**config.mk**
```make
export PLATFORM = sky130hd
export DESIGN_NAME = gc_read_return_sequencer
export DESIGN_NICKNAME = d
export VERILOG_FILES = /design/src/rtl/frontend_cmd_definition_pkg.sv /design/src/rtl/gc_order_fifo.sv /design/src/rtl/gc_read_return_sequencer.sv
export SDC_FILE = /design/constraint.sdc
export NUM_CORES = 1
export LEC_CHECK = 0
export BUFFER_PORTS_ARGS = -buffer_cell sky130_fd_sc_hd__clkbuf_2
export CAP_MARGIN = 20
export CORE_AREA = 2 2 261 263
export CTS_CLUSTER_SIZE = 8
export DETAILED_ROUTE_END_ITERATION = 7
export DIE_AREA = 0 0 263 265
export PLACE_DENSITY = 0.34
export SKIP_CTS_REPAIR_TIMING = 1
export SYNTH_ARGS = -nofsm -noshare
export SYNTH_HDL_FRONTEND = slang
export SYNTH_HIERARCHICAL = 1
export SYNTH_SLANG_ARGS = --single-unit
```
**constraint.sdc**
```tcl
create_clock -name i_clk -period 2.8 [get_ports i_clk]
set_input_delay 0.56 -clock i_clk [delete_from_list [all_inputs] [get_ports i_clk]]
set_output_delay 0.56 -clock i_clk [all_outputs]
set_load 0.01 [all_outputs]
```
**src/rtl/frontend_cmd_definition_pkg.sv**
```systemverilog
// Shared Global Controller frontend definitions.
// Holds the default backend-channel count, read word width, order-FIFO depth
// and head-wait timeout used by the read-return path, plus the channel id type.
package frontend_cmd_definition_pkg;

    localparam int GC_NUM_BC      = 4;
    localparam int GC_DATA_W      = 128;
    localparam int GC_ORDER_DEPTH = 16;
    localparam int GC_TIMEOUT     = 1023;

    typedef logic [$clog2(GC_NUM_BC)-1:0] bc_id_t;

endpackage

```
**src/rtl/gc_order_fifo.sv**
```systemverilog
// Synchronous first-word-fall-through FIFO recording the issue order of reads.
// Ports:
//   clk_i, rst_i    clock, synchronous active-high reset
//   push_i, din_i   write request and data (ignored when full)
//   pop_i           read request (ignored when empty)
//   dout_o          head entry, valid whenever empty_o is low
//   full_o, empty_o occupancy flags
//   count_o         number of stored entries
// Pointers carry one extra wrap bit so full and empty are told apart by the MSB.
module gc_order_fifo
    import frontend_cmd_definition_pkg::*;
#(
    parameter int WIDTH = 2,
    parameter int DEPTH = GC_ORDER_DEPTH
) (
    input  logic                         clk_i,
    input  logic                         rst_i,
    input  logic                         push_i,
    input  logic                         pop_i,
    input  logic [WIDTH-1:0]             din_i,
    output logic [WIDTH-1:0]             dout_o,
    output logic                         full_o,
    output logic                         empty_o,
    output logic [$clog2(DEPTH+1)-1:0]   count_o
);

    localparam int AW = $clog2(DEPTH);

    logic [WIDTH-1:0] mem_q [DEPTH];
    logic [AW:0]      wr_ptr_q, wr_ptr_d;
    logic [AW:0]      rd_ptr_q, rd_ptr_d;
    logic             do_push, do_pop;

    assign empty_o = (wr_ptr_q == rd_ptr_q);
    assign full_o  = (wr_ptr_q[AW] != rd_ptr_q[AW]) &&
                     (wr_ptr_q[AW-1:0] == rd_ptr_q[AW-1:0]);
    assign count_o = wr_ptr_q - rd_ptr_q;
    assign dout_o  = mem_q[rd_ptr_q[AW-1:0]];

    assign do_push = push_i && !full_o;
    assign do_pop  = pop_i && !empty_o;

    always_comb begin
        wr_ptr_d = wr_ptr_q;
        rd_ptr_d = rd_ptr_q;
        if (do_push) wr_ptr_d = wr_ptr_q + 1'b1;
        if (do_pop)  rd_ptr_d = rd_ptr_q + 1'b1;
    end

    always_ff @(posedge clk_i) begin
        if (rst_i) begin
            wr_ptr_q <= '0;
            rd_ptr_q <= '0;
        end else begin
            wr_ptr_q <= wr_ptr_d;
            rd_ptr_q <= rd_ptr_d;
        end
    end

    // Storage needs no reset: an entry is only read after it was written.
    always_ff @(posedge clk_i) begin
        if (do_push) mem_q[wr_ptr_q[AW-1:0]] <= din_i;
    end

endmodule

```
**src/rtl/gc_read_return_sequencer.sv**
```systemverilog
// In-order read-return path of the Global Controller.
// Records the backend channel of every issued read and pops returned data from
// the NUM_CH backend FIFOs strictly in that order, presenting it to the core as
// a registered valid/data pulse. A watchdog flags a head read waiting too long.
// Ports:
//   i_clk, i_rst              clock, synchronous active-high reset
//   i_issue_valid/i_issue_ch  read issued by the dispatcher and its channel
//   o_issue_ready             order FIFO has room
//   i_ret_valid/i_ret_data    per-channel FWFT return data
//   o_ret_ren                 per-channel pop strobe (one-hot or zero)
//   o_read_data_valid/_data   registered return to the core
//   o_outstanding             reads issued and not yet returned
//   o_timeout                 sticky: head waited TIMEOUT cycles
//   o_bad_ch                  sticky: issue to a nonexistent channel
module gc_read_return_sequencer
    import frontend_cmd_definition_pkg::*;
#(
    parameter int NUM_CH      = GC_NUM_BC,
    parameter int DATA_W      = GC_DATA_W,
    parameter int ORDER_DEPTH = GC_ORDER_DEPTH,
    parameter int TIMEOUT     = GC_TIMEOUT
) (
    input  logic                             i_clk,
    input  logic                             i_rst,
    input  logic                             i_issue_valid,
    input  logic [$clog2(NUM_CH)-1:0]        i_issue_ch,
    output logic                             o_issue_ready,
    input  logic [NUM_CH-1:0]                i_ret_valid,
    input  logic [NUM_CH*DATA_W-1:0]         i_ret_data,
    output logic [NUM_CH-1:0]                o_ret_ren,
    output logic                             o_read_data_valid,
    output logic [DATA_W-1:0]                o_read_data,
    output logic [$clog2(ORDER_DEPTH+1)-1:0] o_outstanding,
    output logic                             o_timeout,
    output logic                             o_bad_ch
);

    localparam int CH_W = $clog2(NUM_CH);
    localparam int WD_W = $clog2(TIMEOUT+1);
    // One extra bit so channel ids that do not fit NUM_CH can be compared.
    localparam logic [CH_W:0]   NUM_CH_L  = NUM_CH[CH_W:0];
    localparam logic [WD_W-1:0] TIMEOUT_L = TIMEOUT[WD_W-1:0];

    logic              ch_ok, push, pop;
    logic              full, empty;
    logic [CH_W-1:0]   head_ch;
    logic              head_vld;
    logic [DATA_W-1:0] head_data;

    logic              rvalid_q, rvalid_d;
    logic [DATA_W-1:0] rdata_q, rdata_d;
    logic [WD_W-1:0]   wd_q, wd_d;
    logic              timeout_q, timeout_d;
    logic              bad_q, bad_d;

    assign ch_ok         = ({1'b0, i_issue_ch} < NUM_CH_L);
    assign push          = i_issue_valid && !full && ch_ok;
    assign o_issue_ready = !full;

    gc_order_fifo #(
        .WIDTH (CH_W),
        .DEPTH (ORDER_DEPTH)
    ) u_order_fifo (
        .clk_i   (i_clk),
        .rst_i   (i_rst),
        .push_i  (push),
        .pop_i   (pop),
        .din_i   (i_issue_ch),
        .dout_o  (head_ch),
        .full_o  (full),
        .empty_o (empty),
        .count_o (o_outstanding)
    );

    // Head mux: only the channel at the head of the order FIFO may be popped;
    // data arriving early on other channels stays in its backend FIFO.
    always_comb begin
        head_vld  = 1'b0;
        head_data = '0;
        for (int c = 0; c < NUM_CH; c++) begin
            if (head_ch == CH_W'(c)) begin
                head_vld  = i_ret_valid[c];
                head_data = i_ret_data[c*DATA_W +: DATA_W];
            end
        end
    end

    // The head is read from registered FIFO state, so a read pushed this cycle
    // cannot be popped before the next one.
    assign pop = !empty && head_vld;

    always_comb begin
        o_ret_ren = '0;
        for (int c = 0; c < NUM_CH; c++) begin
            o_ret_ren[c] = pop && (head_ch == CH_W'(c));
        end
    end

    always_comb begin
        rvalid_d  = pop;
        rdata_d   = pop ? head_data : rdata_q;
        wd_d      = wd_q;
        timeout_d = timeout_q || (wd_q == TIMEOUT_L);
        bad_d     = bad_q || (i_issue_valid && !ch_ok);
        // Saturate so a very long wait cannot wrap the counter back to zero.
        if (empty || pop)           wd_d = '0;
        else if (wd_q != TIMEOUT_L) wd_d = wd_q + 1'b1;
    end

    always_ff @(posedge i_clk) begin
        if (i_rst) begin
            rvalid_q  <= 1'b0;
            rdata_q   <= '0;
            wd_q      <= '0;
            timeout_q <= 1'b0;
            bad_q     <= 1'b0;
        end else begin
            rvalid_q  <= rvalid_d;
            rdata_q   <= rdata_d;
            wd_q      <= wd_d;
            timeout_q <= timeout_d;
            bad_q     <= bad_d;
        end
    end

    assign o_read_data_valid = rvalid_q;
    assign o_read_data       = rdata_q;
    assign o_timeout         = timeout_q;
    assign o_bad_ch          = bad_q;

endmodule

```
## Word level (Yosys, flattened, before mapping)

Memories as Yosys holds them, arrays and structs flattened. A register that Yosys moved wholly into a read port is not among the register bits.
Index checks and enable logic that the tools add are counted.

- $add $sub $neg: 4
- Equality and inequality tests: 8
- Mux-type cells: 12
- Reduce and logical (&&, ||, !) cells: 15

Operators by type and width:

| operator | number |
|---|---|
| 128-bit two-way mux | 4 |
| 10-bit by 1-bit adder with 10-bit output (second input constant) | 1 |
| 5-bit by 1-bit adder with 5-bit output (second input constant) | 2 |
| 10-bit equality test (second input constant) | 1 |
| 10-bit inequality test (second input constant) | 1 |
| 1-bit logical AND | 9 |
| 4-bit two-way mux | 2 |
| 1-bit two-way mux | 6 |
| 5-bit equality test | 1 |
| 5-bit subtractor | 1 |
| 2-bit equality test (second input constant) | 2 |
| 4-bit equality test | 1 |
| 2-bit by 1-bit equality test with 1-bit output (second input constant) | 1 |
| 1-bit logical NOT | 2 |
| 2-bit logical NOT | 1 |
| 1-bit logical OR | 2 |
| 2-bit OR reduction | 1 |
| 1-bit inequality test | 1 |

- Register bits after elaboration: 150
- RAM bits: 32
- Input bits: 521
- Logic and storage cells: 46
- Memories: 1

Memory list:

| memory | depth | bits a word | rd ports | clocked after Yosys merged registers in | write ports | line | RTL |
|---|---|---|---|---|---|---|---|
| u_order_fifo.mem_q | 16 | 2 | 1 | 1 | 1 | gc_order_fifo.sv:29 | `logic [WIDTH-1:0] mem_q [DEPTH];` |

## Depth between registers and ports, before layout

- Word-level depth: 9
- Gate-level depth with buffers: 14
- Gate-level depth less buffers: 11

## Modules after synthesis

Netlist, hierarchy kept.

Modules (own cells, without submodules):

| module | instances | cells an instance | area an instance (µm²) | seq. area each (µm²) |
|---|---|---|---|---|
| gc_read_return_sequencer | 1 | 528 | 7707.4 | 2802.7 |
| gc_order_fifo | 1 | 156 | 2082.0 | 1241.2 |

## Least setup slack after synthesis

No wires, ideal clock.

- Path kind: register to output
- Start: reg (tool-made name)
- End: out o_ret_ren[3]
- Arrival: 2.513 ns
- Required time: 2.240 ns
- Slack: -0.273 ns
- Cell stages (with the launch flop): 12
- Buffers on the path: 3
- Cell sequence: dfxtp_1 buf_2 mux4_2 nor2b_1 a211oi_1 a21oi_1 buf_6 mux4_2 buf_4 nand2_1 inv_2 and3_1

RTL lines:

| what | line | RTL |
|---|---|---|
| end: declaration | gc_read_return_sequencer.sv:30 | `output logic [NUM_CH-1:0] o_ret_ren,` |

==> impl_metrics.ini <==
[timing]
clock-skew-final_ps = 16.9
setup_violations = 132
max_freq_mhz = 303
rsz0062_at_grt = true
layout_setup_ws_ps = -499
hold_viol = 0
fin_crit_sh = 1.18
fin_crit_ps = 3300
maxSlewViolCount = 0
tns_ps = -20420

[layout]
drive_gt1_frac = 0.683
synthToLayoutAreaGrowth_pct = 59.6
seqCellArea_um2 = 4050
multi_input_area_um2 = 5350
fillCellCount = 7227
fin_nets = 1901
finalInstanceArea_um2 = 15600

[critical_path]
path_max_fanout = 4
crit_type = register to primary output
reg2reg_slack_ps = -200
worst_setup_path_start_kind = register
worstPathRequired_ps = 2240
end_kind = primary output
arrival_ps = 2740

[clock_tree]
htreeDepth = 4
cts_buffers = 17
clock_latency_ps = 480
clockBufferDepth = 2
path_clk_slew_ps = 80
cts_sinks = 186
tritoncts = yes
clockRootBuffer = clkbuf_16

[place]
place.gp.congestion = 0.912
place_area_um2 = 14200
portBuffers = 660
preCtsSetupSlack_ps = -96.5
dp_hpwl_um = 38000

[hold_path]
hold_path.class = register to register

[power_and_ir_drop]
clkPwrFrac = 0.284
swShare = 0.332
intPower_uw = 5900
power_switching_uw = 2940
power.density_nw_per_um2 = 566
fin_total_pwr_uw = 8840
comb_power_share = 0.359
leakage_uw = 0.00690
pwr-share-seq = 0.357
peakVddDrop_uv = 242

[global_route]
antenna_found_initial = 9
grt_max_degree = 66
grt_pass1_vias = 9664
grt_remaining_overflow = 0
grt_pass1_wl_um = 65200
track_usage = 0.128

[detailed_routing]
drtAntennaViolNets = 0
vias = 9322
route.detailed.drc = 0
drtPass1Iterations = 4
via_per_inst = 4.12
routedWlPerCell_um = 22.2
drt-total-wl_um = 50300
initialDrtViolationCount = 421

[status]
status = finished with violations
violations = setup timing

[synth]
synth_cell_type_count = 49
syn_nets = 1216
synth_common_cells = dfxtp_1, mux4_2, a22o_1
ys_top_cells_by_area = mux4_2, dfxtp_1, a22o_1
yosysSeqAreaShare = 0.413
ys_ff_latch = 186
synth_top_area_frac = 0.315
synth_most_common_cell = dfxtp_1
synth_flop_cell = dfxtp_1
synthCells = 684
synth_edf_count = 32
synth_async_sr_flop_share = 0
avgSynthCellArea_um2 = 14.3
yosysWarnings = 6
yosys.area.top_type = mux4_2
synth_area_um2 = 9790

[floorplan]
rows = 95
die_h_um = 265
pin_count = 662
initial_core_util = 0.147
core_area_um2 = 66800
dieWidth_um = 263
dieArea_um2 = 69700

[job]
cap_viol_max_count = 0
[layout by cell type (no fill, tap or decap), types with 4 or more instances in the layout]
master,n
buf_12,17
a22o_1,128
xor2_1,4
edfxtp_1,32
a211oi_2,4
dfxtp_1,151
inv_1,14
nand3_1,10
buf_4,33
inv_8,5
and3_1,4
a31oi_1,4
clkbuf_16,33
nand2_1,6
clkbuf_2,657
nor2_1,23
a21oi_1,6
nor3_1,10
buf_6,5
ha_1,9
xnor2_1,6
diode_2,5
mux4_2,137
nor3_2,4
[power groups by stage]
| stage | clock network [µW] | registers (µW) | logic (µW) |
|---|---|---|---|
| 6_report | 2510 | 3150 | 3180 |
| 5_1_grt | 2740 | 3190 | 3400 |
| 4_1_cts | 2660 | 3150 | 2850 |
| 3_5_place_dp | 0 | 3210 | 2830 |
| 3_3_place_gp | 0 | 3210 | 2840 |
| 2_1_floorplan | 0 | 3320 | 1490 |
[metal layers]
metal / vias to the layer above / GRT usage / part of all wire
met1: 4648 / 0.144 / 0.40
met5: - / 0 / 0.00052
met4: 4 / 0.0545 / 0.027
met2: 413 / 0.225 / 0.51
met3: 52 / 0.0362 / 0.063
li1: 4205 / - / -
[worst max-delay path, cell delays in order (launching register included)]
cell and delay [ps]:
dfxtp_4 380, buf_4 140, mux4_2 550, mux2i_4 190, a21oi_4 90, mux4_2 480, nand2_4 100, inv_2 40
and3_4 160, clkbuf_2 120
[registers in the layout, summed over array words and instances (netlist names), named ones only]
name	flops
u_order_fifo/wr_ptr_q	5
wd_q	10
o_read_data	128
u_order_fifo/rd_ptr_q	5
u_order_fifo/mem_q	32
o_read_data_valid	1
o_timeout	1
[logic make-up after synthesis]
kind of cell    count (synthesis)  share of synthesized area
flops                         186                      0.413
compound gates                162                      0.139
mux                           143                      0.322
buf+inv                        87                     0.0566
simple gates                   82                     0.0429
xor+xnor                       12                     0.0115
fa+ha+maj                      11                     0.0148
other cells                     1                   0.000383
[per-stage QoR]
step                      utilization  hold slack, ps  cells
after CTS                       0.222             437   2224
after floorplan                     -             463    684
after global placement          0.213             455   2192
after global routing            0.234             470   2258
final                           0.234             466   2260
after detailed placement        0.213             462   2192
[path summary, 6_finish.rpt]
path | start | end | depth (start not counted)
hold / removal | o_timeout | o_timeout | 2
setup reg to reg | register | o_read_data[63] | 13
setup / recovery | register | o_ret_ren[3] | 9
hold reg to reg | o_timeout | o_timeout | 2
[area by class of cell]
| type | count | share of cell area |
|---|---|---|
| Antenna cell | 5 | 0.000801 |
| Clock buffer | 18 | 0.0281 |
| Clock inverter | 14 | 0.00993 |
| Inverter | 17 | 0.00408 |
| Multi-Input combinational cell | 411 | 0.342 |
| Sequential cell | 186 | 0.259 |
| Tap cell | 873 | 0.0699 |
| Timing Repair Buffer | 736 | 0.286 |
Note: power is estimated with default switching activity, not from simulation.
